$ cat src/rtl/mem.sv
// -----------------------------------------------------------------------------
// mem -- MEM stage of the RISC-V pipeline (between ex_mem and mem_wb).
//
// Non-memory instructions pass straight through, combinationally, to the
// mem_wb inputs. Loads and stores are broken into byte transfers on the
// memory controller's byte-wide port. The pipeline is stalled while a
// transfer sequence is in flight. Load bytes are assembled little-endian and
// sign- or zero-extended into the writeback value.
//
// Ports
//   clk            in   clock
//   rst            in   asynchronous reset, active low; forces all outputs to 0
//   ex_rd_data     in   [31:0] result from ex_mem (don't-care for stores)
//   ex_rd_addr     in   [4:0]  destination register
//   ex_rd_enable   in   register write enable
//   ex_mem_load    in   instruction is a load
//   ex_mem_store   in   instruction is a store (never together with load)
//   ex_mem_funct3  in   [2:0]  funct3: [1:0] size (00=1B, 01=2B, 1x=4B),
//                       [2] zero-extend loads
//   ex_mem_addr    in   [31:0] effective byte address (misaligned allowed)
//   ex_mem_sdata   in   [31:0] store data
//   mem_grant      in   controller accepted the byte presented this cycle
//   mem_din        in   [7:0]  read byte, valid the cycle after a read grant
//   mem_req        out  byte transfer request
//   mem_we         out  1 = write, 0 = read
//   mem_a          out  [31:0] byte address
//   mem_dout       out  [7:0]  write byte
//   mem_stall_req  out  hold IF/ID/EX and ex_mem
//   mem_rd_data    out  [31:0] to mem_wb
//   mem_rd_addr    out  [4:0]  to mem_wb
//   mem_rd_enable  out  to mem_wb
// -----------------------------------------------------------------------------
module mem (
    input  logic        clk,
    input  logic        rst,
    input  logic [31:0] ex_rd_data,
    input  logic [4:0]  ex_rd_addr,
    input  logic        ex_rd_enable,
    input  logic        ex_mem_load,
    input  logic        ex_mem_store,
    input  logic [2:0]  ex_mem_funct3,
    input  logic [31:0] ex_mem_addr,
    input  logic [31:0] ex_mem_sdata,
    input  logic        mem_grant,
    input  logic [7:0]  mem_din,
    output logic        mem_req,
    output logic        mem_we,
    output logic [31:0] mem_a,
    output logic [7:0]  mem_dout,
    output logic        mem_stall_req,
    output logic [31:0] mem_rd_data,
    output logic [4:0]  mem_rd_addr,
    output logic        mem_rd_enable
);

    typedef enum logic [1:0] {
        S_IDLE,
        S_ACCESS,
        S_WAIT,
        S_DONE
    } state_t;

    state_t      state;

    // Fields latched when an access is detected in IDLE.
    logic        op_store;
    logic [2:0]  funct3_q;
    logic [31:0] base_q;
    logic [31:0] sdata_q;
    logic [31:0] rd_data_q;
    logic [4:0]  rd_addr_q;
    logic        rd_enable_q;

    // issue_cnt: index of the byte currently presented to the controller.
    // recv_cnt : index of the next load byte to land in load_buf.
    logic [1:0]  issue_cnt;
    logic [1:0]  recv_cnt;
    logic [31:0] load_buf;

    // Delayed read-grant: marks mem_din as valid in the current cycle.
    logic        rd_valid_q;

    logic        is_access;
    logic        grant_read;
    logic [1:0]  last_idx;
    logic [31:0] load_value;

    assign is_access  = ex_mem_load | ex_mem_store;

    // Grants only count while a request is actually presented.
    assign grant_read = (state == S_ACCESS) & mem_grant & ~op_store;

    // Index of the final byte of the latched access size.
    // NOTE: every signal written in an always_comb gets a value on every path
    // (here via the default branch) so no latch is inferred.
    always_comb begin
        case (funct3_q[1:0])
            2'b00:   last_idx = 2'd0;
            2'b01:   last_idx = 2'd1;
            default: last_idx = 2'd3;
        endcase
    end

    // Extension of the assembled load bytes; funct3[2] selects zero-extension.
    always_comb begin
        case (funct3_q[1:0])
            2'b00:   load_value = {{24{~funct3_q[2] & load_buf[7]}},  load_buf[7:0]};
            2'b01:   load_value = {{16{~funct3_q[2] & load_buf[15]}}, load_buf[15:0]};
            default: load_value = load_buf;
        endcase
    end

    // -------------------------------------------------------------------------
    // Sequential state: FSM, latched fields, byte counters and load buffer.
    // NOTE: state is updated with non-blocking assignments so every register
    // samples the pre-edge values, independent of statement order.
    // -------------------------------------------------------------------------
    always_ff @(posedge clk or negedge rst) begin
        if (!rst) begin
            state       <= S_IDLE;
            op_store    <= 1'b0;
            funct3_q    <= 3'd0;
            base_q      <= 32'd0;
            sdata_q     <= 32'd0;
            rd_data_q   <= 32'd0;
            rd_addr_q   <= 5'd0;
            rd_enable_q <= 1'b0;
            issue_cnt   <= 2'd0;
            recv_cnt    <= 2'd0;
            load_buf    <= 32'd0;
            rd_valid_q  <= 1'b0;
        end else begin
            rd_valid_q <= grant_read;

            // A read byte arrives one cycle after its grant, in ACCESS or in
            // WAIT for the final byte.
            if (rd_valid_q) begin
                load_buf[{recv_cnt, 3'b000} +: 8] <= mem_din;
                recv_cnt                          <= recv_cnt + 2'd1;
            end

            case (state)
                S_IDLE: begin
                    if (is_access) begin
                        op_store    <= ex_mem_store;
                        funct3_q    <= ex_mem_funct3;
                        base_q      <= ex_mem_addr;
                        sdata_q     <= ex_mem_sdata;
                        rd_data_q   <= ex_rd_data;
                        rd_addr_q   <= ex_rd_addr;
                        rd_enable_q <= ex_rd_enable;
                        issue_cnt   <= 2'd0;
                        recv_cnt    <= 2'd0;
                        load_buf    <= 32'd0;
                        state       <= S_ACCESS;
                    end
                end

                S_ACCESS: begin
                    if (mem_grant) begin
                        issue_cnt <= issue_cnt + 2'd1;
                        if (issue_cnt == last_idx) begin
                            // Stores are complete on the last grant; loads
                            // still need one cycle to receive the last byte.
                            state <= op_store ? S_DONE : S_WAIT;
                        end
                    end
                end

                S_WAIT: begin
                    state <= S_DONE;
                end

                S_DONE: begin
                    state <= S_IDLE;
                end

                default: begin
                    state <= S_IDLE;
                end
            endcase
        end
    end

    // -------------------------------------------------------------------------
    // Outputs. IDLE is a combinational pass-through so ALU results reach
    // mem_wb with no added latency; stall is raised in the same cycle a
    // load/store shows up so ex_mem holds it. Everything is gated to 0 while
    // reset is asserted.
    // -------------------------------------------------------------------------
    always_comb begin
        mem_req       = 1'b0;
        mem_we        = 1'b0;
        mem_a         = 32'd0;
        mem_dout      = 8'd0;
        mem_stall_req = 1'b0;
        mem_rd_data   = 32'd0;
        mem_rd_addr   = 5'd0;
        mem_rd_enable = 1'b0;

        if (rst) begin
            case (state)
                S_IDLE: begin
                    mem_rd_data = ex_rd_data;
                    mem_rd_addr = ex_rd_addr;
                    if (is_access) begin
                        mem_stall_req = 1'b1;
                    end else begin
                        mem_rd_enable = ex_rd_enable;
                    end
                end

                S_ACCESS: begin
                    mem_req       = 1'b1;
                    mem_we        = op_store;
                    // 32-bit add wraps naturally past 0xFFFF_FFFF.
                    mem_a         = base_q + {30'd0, issue_cnt};
                    mem_dout      = sdata_q[{issue_cnt, 3'b000} +: 8];
                    mem_stall_req = 1'b1;
                end

                S_WAIT: begin
                    mem_stall_req = 1'b1;
                end

                S_DONE: begin
                    mem_rd_data   = op_store ? rd_data_q : load_value;
                    mem_rd_addr   = rd_addr_q;
                    mem_rd_enable = rd_enable_q;
                end

                default: begin
                    mem_stall_req = 1'b0;
                end
            endcase
        end
    end

endmodule

$ cat config.mk
export PLATFORM = sky130hd
export DESIGN_NAME = mem
export DESIGN_NICKNAME = d
export VERILOG_FILES = /design/src/rtl/mem.sv
export SDC_FILE = /design/constraint.sdc
export NUM_CORES = 1
export LEC_CHECK = 0
export CAP_MARGIN = 15
export CORE_ASPECT_RATIO = 1.25
export CORE_UTILIZATION = 45
export DETAILED_ROUTE_END_ITERATION = 10
export GPL_TIMING_DRIVEN = 0
export HOLD_SLACK_MARGIN = 0.1
export PLACE_DENSITY_LB_ADDON = 0.05
export SETUP_SLACK_MARGIN = 0.05
export SLEW_MARGIN = 40
export SYNTH_ARGS = -nofsm -noshare
export SYNTH_HDL_FRONTEND = slang
export SYNTH_SLANG_ARGS = --single-unit
$ cat constraint.sdc
create_clock -name clk -period 3.9 [get_ports clk]
set_input_delay 0.78 -clock clk [delete_from_list [all_inputs] [get_ports clk]]
set_output_delay 0.78 -clock clk [all_outputs]
set_load 0.02 [all_outputs]
* Word level (Yosys, flattened, before mapping)
Index checks and enable logic that the tools add are counted.
** Cells by class
- $add $sub $neg :: 4
- Equal/unequal tests :: 8
- Shift operators :: 3
- Muxes and demuxes :: 36
- Bitwise gates (word level) :: 7
- Reductions and logical operators :: 7
** Operators by type and width (count)
- $mux W32 :: 7
- $pmux W32 S2 :: 2
- $add A32 B2 Y32 :: 1
- $bwmux W32 :: 1
- $shift A8 B7 Y32 const A :: 1
- $shiftx A32 B6 Y8 :: 1
- $shiftx A8 B7 Y32 :: 1
- $mux W2 :: 8
- $mux W8 :: 2
- $pmux W5 S2 :: 1
- $mux W1 :: 9
- $pmux W2 S2 :: 2
- $pmux W2 S4 :: 1
- $neg A5 Y7 :: 1
- $reduce_and A3 Y1 :: 2
- $mux W5 :: 1
- $add A2 B1 Y2 const B :: 2
- $and A1 B1 Y1 :: 4
- $eq A2 B1 Y1 const B :: 2
- $eq A2 B2 Y1 const B :: 2
- $logic_not A2 Y1 :: 2
- $ne A2 B2 Y1 const B :: 2
- $pmux W1 S2 :: 2
- $eq A2 B2 Y1 :: 1
- other kinds (6) :: 7
** Storage, ports and cells
- Register bits after elaboration :: 145
- Input bits :: 118
- Output and inout bits :: 81
- Logic and storage cells :: 77

* Logic depth before layout (Yosys ltp)
Gate-level depths: netlist (run 1).
- Depth in word-level cells :: 6
- Depth in mapped cells :: 9
- Gate-level depth less buffers :: 6

* Least setup slack after synthesis (run 1)
Ideal clock, no wire load.
- Path type :: register to output
- Start :: register issue_cnt[0]
- End :: output mem_a[20]
- Data arrival time :: 2.127 ns
- Required time :: 3.120 ns
- Setup slack :: 0.993 ns
- Stages on the path, launching flop included :: 8
- Path buffers :: 1
- Cells stage by stage :: dfrtp_1 > ha_1 > fa_1 > and2_1 > nand4_4 > buf_6 > or4_1 > a21oi_1
** Between the ends
- Longest elaborated chain between the ends :: 3
** RTL lines
- start: declaration :: line 76 : logic [1:0] issue_cnt;
- start signal: assignment :: line 161 : issue_cnt <= issue_cnt + 2'd1;
- $add A32 B2 Y32 :: line 217 : mem_a = base_q + {30'd0, issue_cnt};
- $mux W32 :: line 202 : case (state)
- $mux W32 :: line 201 : if (rst) begin
- end: declaration :: line 48 : output logic [31:0] mem_a,
No other way between the ends.

* Worst setup path after layout (run 1)
- Start :: register funct3_q[0]
- End :: output mem_rd_data[29]
** Between the ends
- Longest elaborated chain between the ends :: 5
- Elaborated cells on any way between the ends :: 6
- Classes of those cells :: eq/ne: 1; mux: 4; reduce/logical: 1
** RTL lines
- start: declaration :: line 67 : logic [2:0] funct3_q;
- start signal: assignment :: line 146 : funct3_q <= ex_mem_funct3;
- $eq A2 B1 Y1 / $logic_not A2 Y1 (equally long branches) :: line 106 : case (funct3_q[1:0])
- $pmux W32 S2 * :: line 106
- $mux W32 * :: line 227 : mem_rd_data = op_store ? rd_data_q : load_value;
- $pmux W32 S2 * :: line 202
- $mux W32 * :: line 201
- end: declaration :: line 51 : output logic [31:0] mem_rd_data,
Mark *: on every way between the ends. The rest lies on a longest branch, timed or not.

==> results of run 1 <==
[cells in the final DEF, fill, tap and decap left out, types with 9 or more instances in the layout]
master           count
buf_2               17
dfrtp_1            144
nand3_1             10
and2_1              11
nand4_1              9
clkdlybuf4s50_1    184
o31ai_1             26
or4_1               10
nor2b_1             17
nand2_1             48
nor2_1              79
clkbuf_16           17
a22oi_1             45
ha_1                10
dlymetal6s2s_1       9
clkbuf_1            15
a21oi_1             41
o21ai_0             12
mux2_2             111
[flip-flops by register name, indices dropped and copies added (netlist names), 2 cells and up]
signal and cells:
base_q 32, load_buf 32, rd_data_q 32, sdata_q 32, rd_addr_q 5, funct3_q 3, issue_cnt 2, recv_cnt 2
state 2
[power groups by stage]
stage | logic (mW) | registers [mW] | clock network, mW
after floorplan | 2.41 | 2.48 | 0
after global placement | 3.41 | 2.59 | 0
after global routing | 3.79 | 2.71 | 1.89
after CTS | 3.52 | 2.62 | 1.82
final | 3.50 | 2.62 | 1.79
after detailed placement | 3.51 | 2.64 | 0
[cells in the mapped netlist (3+ instances only)]
master,instances
and3_1,5
or4_1,10
clkbuf_1,20
mux4_2,8
inv_1,8
nand2_1,48
nor2b_1,17
a22oi_1,45
nor2_1,79
mux2_2,111
a21oi_1,41
nand2b_1,5
nor4_1,3
ha_1,10
or3_1,4
nand3_1,10
o21ai_0,12
nand4_1,9
xnor2_1,4
dfrtp_1,145
o221ai_1,8
o31ai_1,26
buf_1,6
xor2_1,8
and4_1,5
and2_1,13
nor3_1,3
mux2i_1,4
buf_2,17
[worst max-delay path, delay by kind of cell (launching register included)]
kind	cells	cell delay (ns)
multiplexers	1	0.15
buffers and inverters	2	0.99
AO/OA/AOI/OAI	3	0.94
flip-flops	1	0.43
[layer usage]
metal	GRT usage, %	up-vias	part of all wire [%]
li1	-	3049	-
met1	30.3	3235	39
met2	47.8	205	54
met3	4.45	31	4.8
met4	8.42	0	1.7
met5	0	-	0
[final timing paths]
kind                              start               to  slack, ns  depth (start not counted)
hold reg to reg            rd_data_q[2]     rd_data_q[2]       0.50                          1
min in group clk           rd_data_q[2]     rd_data_q[2]       0.50                          1
setup reg to reg               state[0]       sdata_q[1]       1.28                          8
max in group asynchronous           rst      sdata_q[20]       3.09                          2
hold / removal                      rst      sdata_q[30]       0.20                          1
setup / recovery            funct3_q[0]  mem_rd_data[29]       0.20                          6
[timing repair]
item | CTS | global route
pin swaps | 0 | 0
resized for setup | 9 | 14
setup endpoints to repair | 30 | 27
cloned | 1 | 0
[through the flow]
step           cell area, µm²  std cells  hold slack, ns  TNS [ns]  util [%]
5_1_grt                 10800       1164           0.204         0      63.9
6_report                10800       1164           0.205         0      63.9
3_5_place_dp            10100       1134           0.493     -2.98      59.7
2_1_floorplan            7730        714           0.475         0         -
4_1_cts                 10700       1165           0.233         0      63.7
3_3_place_gp             9990       1132           0.484   -962.62      59.3
[cells by family after synthesis]
logic type	after synthesis	synth area share (%)
AO/OA/AOI/OAI	146	12.8
XOR/XNOR	12	1.36
adder cells (fa/ha/maj)	11	1.88
buffers and inverters	56	3.29
flip-flops	145	46.9
multiplexers	123	19.0
AND/OR/NAND/NOR	221	14.7
[final cells by class]
class | instances | area (µm²) | area share [%]
multi-input cells | 513 | 3870 | 35.9
plain buffers | 44 | 213 | 1.98
clock buffers | 19 | 443 | 4.11
flip-flops and latches | 145 | 3630 | 33.7
well taps | 220 | 275 | 2.56
repair buffers | 201 | 2100 | 19.5
inverters | 9 | 33.8 | 0.314
clock inverters | 13 | 206 | 1.92
==> impl_results.md, run 1 <==
- DIE AREA: 17700 µm²
- RSZ-0062 raised after global routing: no
- Final-report hold violation count: 0
- Total Power: roughly 7.9 mW
- EDFF count, synth: 0
- Fillers: approximately 1.4k
- CTS tree: built
- # diodes: 0
- Site Rows: 53
- Final worst slack: 0.196 ns
- Syn Inst Count: 714
- First-pass GRT wire length: 35300 µm
- Share of cells above drive strength 1: between 20% and 30%
- Critical Path Fanout Max: 10
- Synth cell types: between 50 and 60
- Max Fclk: roughly 0.27 GHz
- Iteration-0 DRC count of the detailed router: 432
- Total congestion overflow: 0
- Tightest Pin Transition: approximately 0.74 ns
- Tot GR Track Use: about a quarter
- Internal Dissipation: 5.01 mW
- Clock power frac: 22.6%
- Hold-fix buffers at CTS: 0
- Die width: 119 µm
- Seq/Total Area, Yosys: 46.9%
- Vias post-DR: between 6k and 7k
- Largest net degree at the start of global routing: 60
- HPWL after DPL: 16400 µm
- Final net count: 1060
- TritonCTS buffer count: 17
- Yosys reg bits: between 100 and 150
- Slew HR: 50.6%
- Initial antenna violation count: 0
- Port bufs: between 150 and 200
- Vias/cell: 5.60
- Worst-Skew Late Latency: 0.42 ns
- Sw frac: 36.7%
- Synth top area share: 46.9%
- Area growth from synthesis to layout: 39.3%
- Worst Setup End Kind: output pin
- CP startpoint kind: register
- Period utilization: 95.0%
- Max Cap Viol: 0
- Worst vdd ir: 0.383 mV
- Initial Util: 45.9%
- Crit-path slowest cell: clkdlybuf4s50_1
- Required time worst endpoint: 3.12 ns
- H-Tree Depth: 4
- Final ANT Viol Nets: 0
- Critical path class: register to output pin
- WL per Instance: 19.0 µm
- Status: completed
- Async S/R FF share, synth: 100%
- Sw Pwr: 2.90 mW
- Gate power share: 44.2%
- Sequential power share: around 33%
- Max clock buf depth: 2
- Clock net sink count: 145
- YS warnings: 0
- Top Ports: 199
- RD Place Congestion: 0.896
- Total core area: 16800 µm²
- Worst Path Arrival: 2.92 ns
- First drt pass iteration count: 4
- Endpoints failing setup: 0
- Power density cells: 735 nW/µm²
- Area leader, netlist: dfrtp_1
- Final min period: 3.70 ns
- Total Wirelength: 22100 µm
- Post-route DRC: 0
- Synth area leaders: dfrtp_1 47%, mux2_2 16%, a22oi_1 4.4%
- Setup Buffers After CTS: 0
- Reg clk slew, reported paths: 0.06 ns
- Primary FF master, synth: dfrtp_1
- Lkg Pwr: 4.45 nW
- Slowest stage delay, CP: roughly 0.65 ns
- Vias in the first global route: roughly 7k
- Cell Area, Synth: 7730 µm²
- Clock root buffer: clkbuf_16
- Post-Place Setup Slack: -0.286 ns
- Min-delay worst type: input pin to asynchronous set/reset pin
- Syn_nets: 843
- Max Clock Skew: 0.0108 ns
- Syn Area/Cell: 10.8 µm²
- Slew Limit Fails: 0
- CP Cell Sequence: mux2i_1 -> o31ai_2 -> buf_2 -> a21oi_1 -> o31ai_1 -> clkdlybuf4s50_1
- Die Y-Extent: 149 µm
(Power assumes the default switching activity.)
==> inputs of run 2 (changes only) <==
--- a/config.mk
+++ b/config.mk
@@ -5,6 +5,7 @@
 export SDC_FILE = /design/constraint.sdc
 export NUM_CORES = 1
 export LEC_CHECK = 0
+export ABC_CLOCK_PERIOD_IN_PS = 3900
 export CAP_MARGIN = 15
 export CORE_ASPECT_RATIO = 1.25
 export CORE_UTILIZATION = 45
@@ -13,7 +14,7 @@
 export HOLD_SLACK_MARGIN = 0.1
 export PLACE_DENSITY_LB_ADDON = 0.05
 export SETUP_SLACK_MARGIN = 0.05
-export SLEW_MARGIN = 40
+export SLEW_MARGIN = 20
 export SYNTH_ARGS = -nofsm -noshare
 export SYNTH_HDL_FRONTEND = slang
 export SYNTH_SLANG_ARGS = --single-unit
==> impl_results.md, run 2 (synthesized netlist as in run 1, its figures left out) <==
- Final net count: 1061
- Worst vdd ir: roughly 0.4 mV
- Setup TNS: 0 ns
- TritonCTS buffer count: 17
- CP top delay family: buffers and inverters
- Final worst slack: 0.228 ns
- Share of cells above drive strength 1: just over 20%
- Most common cell after layout, fill and taps aside: clkdlybuf4s50_1
- Worst R2R Setup Slack: roughly 1.3 ns
- Worst-Skew Late Latency: approximately 0.42 ns
- Clock power frac: between 20% and 30%
- CTS tree: built
- Iteration-0 DRC count of the detailed router: 470
- Tot GR Track Use: 26.2%
- Total congestion overflow: 0
- Required time worst endpoint: 3.12 ns
- GRT met1 Usage: 30.9%
- Setup Buffers After CTS: 0
- Initial antenna violation count: 0
- DIE AREA: 17700 µm²
- FF/Latch Area: 3630 µm²
- Period utilization: 94.2%
- WL per Instance: 19.4 µm
- Max Fclk: 0.272 GHz
- RD Place Congestion: 0.896
- Clock root buffer: clkbuf_16
- Vias in the first global route: 6937
- Min-delay worst type: input pin to asynchronous set/reset pin
- CP Buf/Inv Count: 3
- Slew Limit Fails: 0
- Top Ports: 199
- Post-route DRC: 0
- Power density cells: 732 nW/µm²
- First-pass GRT wire length: 35700 µm
- Top Usage Layer GRT: met2
- Vias/cell: 5.73
- Total Wirelength: 22600 µm
- FF-to-FF path depth: 8
- Site Rows: 53
- Worst R2R End: sdata_q[1]
- Max Cap Viol: 0
- Worst Setup End Kind: output pin
- Fillers: 1401
- Worst Path Arrival: 2.89 ns
- RSZ-0062 raised after global routing: no
- Total core area: roughly 17000 µm²
- Endpoints failing setup: 0
- Crit-path slowest cell: clkdlybuf4s50_1
- Largest net degree at the start of global routing: 62
- H-Tree Depth: 4
- GR met3 Demand/Resource: 5.10%
- HPWL after DPL: about 16000 µm
- Multi-input logic area: 3870 µm²
- Tightest Pin Transition: 0.833 ns
- Critical path class: input pin to output pin
- Port bufs: roughly 200
- Max clock buf depth: 2
- Slew HR: 44.0%
- Die width: 119 µm
- Critical Path Fanout Max: 18
- Final-report hold violation count: 0
- Final min period: around 3.7 ns
- Vias post-DR: approximately 6.7k
- Max Clock Skew: 0.0135 ns
- Die Y-Extent: 149 µm
- Most frequent cells in the layout: 182 x clkdlybuf4s50_1, 144 x dfrtp_1, 111 x mux2_2
- First drt pass iteration count: 5
- Slowest stage delay, CP: between 0.6 and 0.7 ns
- Lkg Pwr: 4.47 nW
- Met2 Use GR: roughly 47%
- Sequential power share: 33.3%
- Status: completed
- Final ANT Viol Nets: 0
- Post-Place Setup Slack: -0.551 ns
- Worst r2r src: state[0]
- Reg clk slew, reported paths: 0.06 ns
- CP startpoint kind: input pin
- Sw Pwr: 2.93 mW
- Initial Util: 45.9%
- Internal Dissipation: a little under 5 mW
- CP Cell Sequence: clkdlybuf4s50_1 -> nor2_1 -> nor2b_1 -> buf_2 -> nor2_1 -> nor3b_1 -> clkdlybuf4s50_1
- Sw frac: roughly 37%
- Clock net sink count: roughly 150
- Area growth from synthesis to layout: 39.5%
- # diodes: 0
- Gate power share: approximately 44%
## run 2: cell count changes in the layout (fill, tap and decap cells not counted), moves of 2 or more
cell             change
nor4_2               -2
clkbuf_16            +2
clkdlybuf4s50_1      -2
nor4_1               +2
clkinv_2             -2
clkinvlp_4           +3
## run 2: area by class of cell
cell class,count,share of cell area [%]
Clock buffer,20,4.23
Multi-Input combinational cell,513,35.9
Sequential cell,145,33.7
Timing Repair Buffer,202,19.7
Clock inverter,12,1.67
Buffer,44,1.97
Inverter,9,0.313
Tap cell,220,2.55
## run 2: repair_timing
item | CTS | global route
endpoints found under the setup margin | 45 | 38
cloned | 1 | 2
hold endpoints to repair | 0 | 0
hold buffers | 0 | 0
gates resized for setup | 15 | 11
## run 2: metal layers
layer  part of all wire [%]  up-vias
met1                     39     3333
met4                    2.7        0
met3                    4.8       47
li1                       -     3049
met5                      0        -
met2                     53      249
## run 2: power by group through the flow
stage	clock network (mW)	registers, mW	logic [mW]
finish	1.76	2.63	3.51
global route	1.85	2.71	3.81
CTS	1.78	2.62	3.53
detailed placement	0	2.63	3.50
global placement	0	2.59	3.41
floorplan	0	2.48	2.41
## run 2: metrics by stage
| step | hold WS, ns | area (µm²) | utilization (%) | power [mW] | instances |
|---|---|---|---|---|---|
| 6_report | 0.203 | 10800 | 64.0 | 7.89 | 1165 |
| 5_1_grt | 0.183 | 10800 | 64.0 | 8.37 | 1165 |
| 4_1_cts | 0.228 | 10700 | 63.5 | 7.92 | 1164 |
| 3_5_place_dp | 0.492 | 10000 | 59.5 | 6.14 | 1133 |
| 3_3_place_gp | 0.484 | 9990 | 59.3 | 6.00 | 1132 |
| 2_1_floorplan | 0.475 | 7730 | - | 4.89 | 714 |
## run 2: how the worst max path moves through the flow
stage | startpoint | to | slack, ns | cells after the start
after detailed placement | rst | mem_rd_data[29] | -0.55 | 9
after CTS | rst | mem_rd_data[29] | 0.03 | 7
after floorplan | issue_cnt[0] | mem_a[20] | 0.99 | 7
after global routing | state[1] | mem_a[2] | 0.06 | 7
after global placement | rst | mem_rd_enable | -5.39 | 5
final | ex_mem_store | mem_stall_req | 0.23 | 7
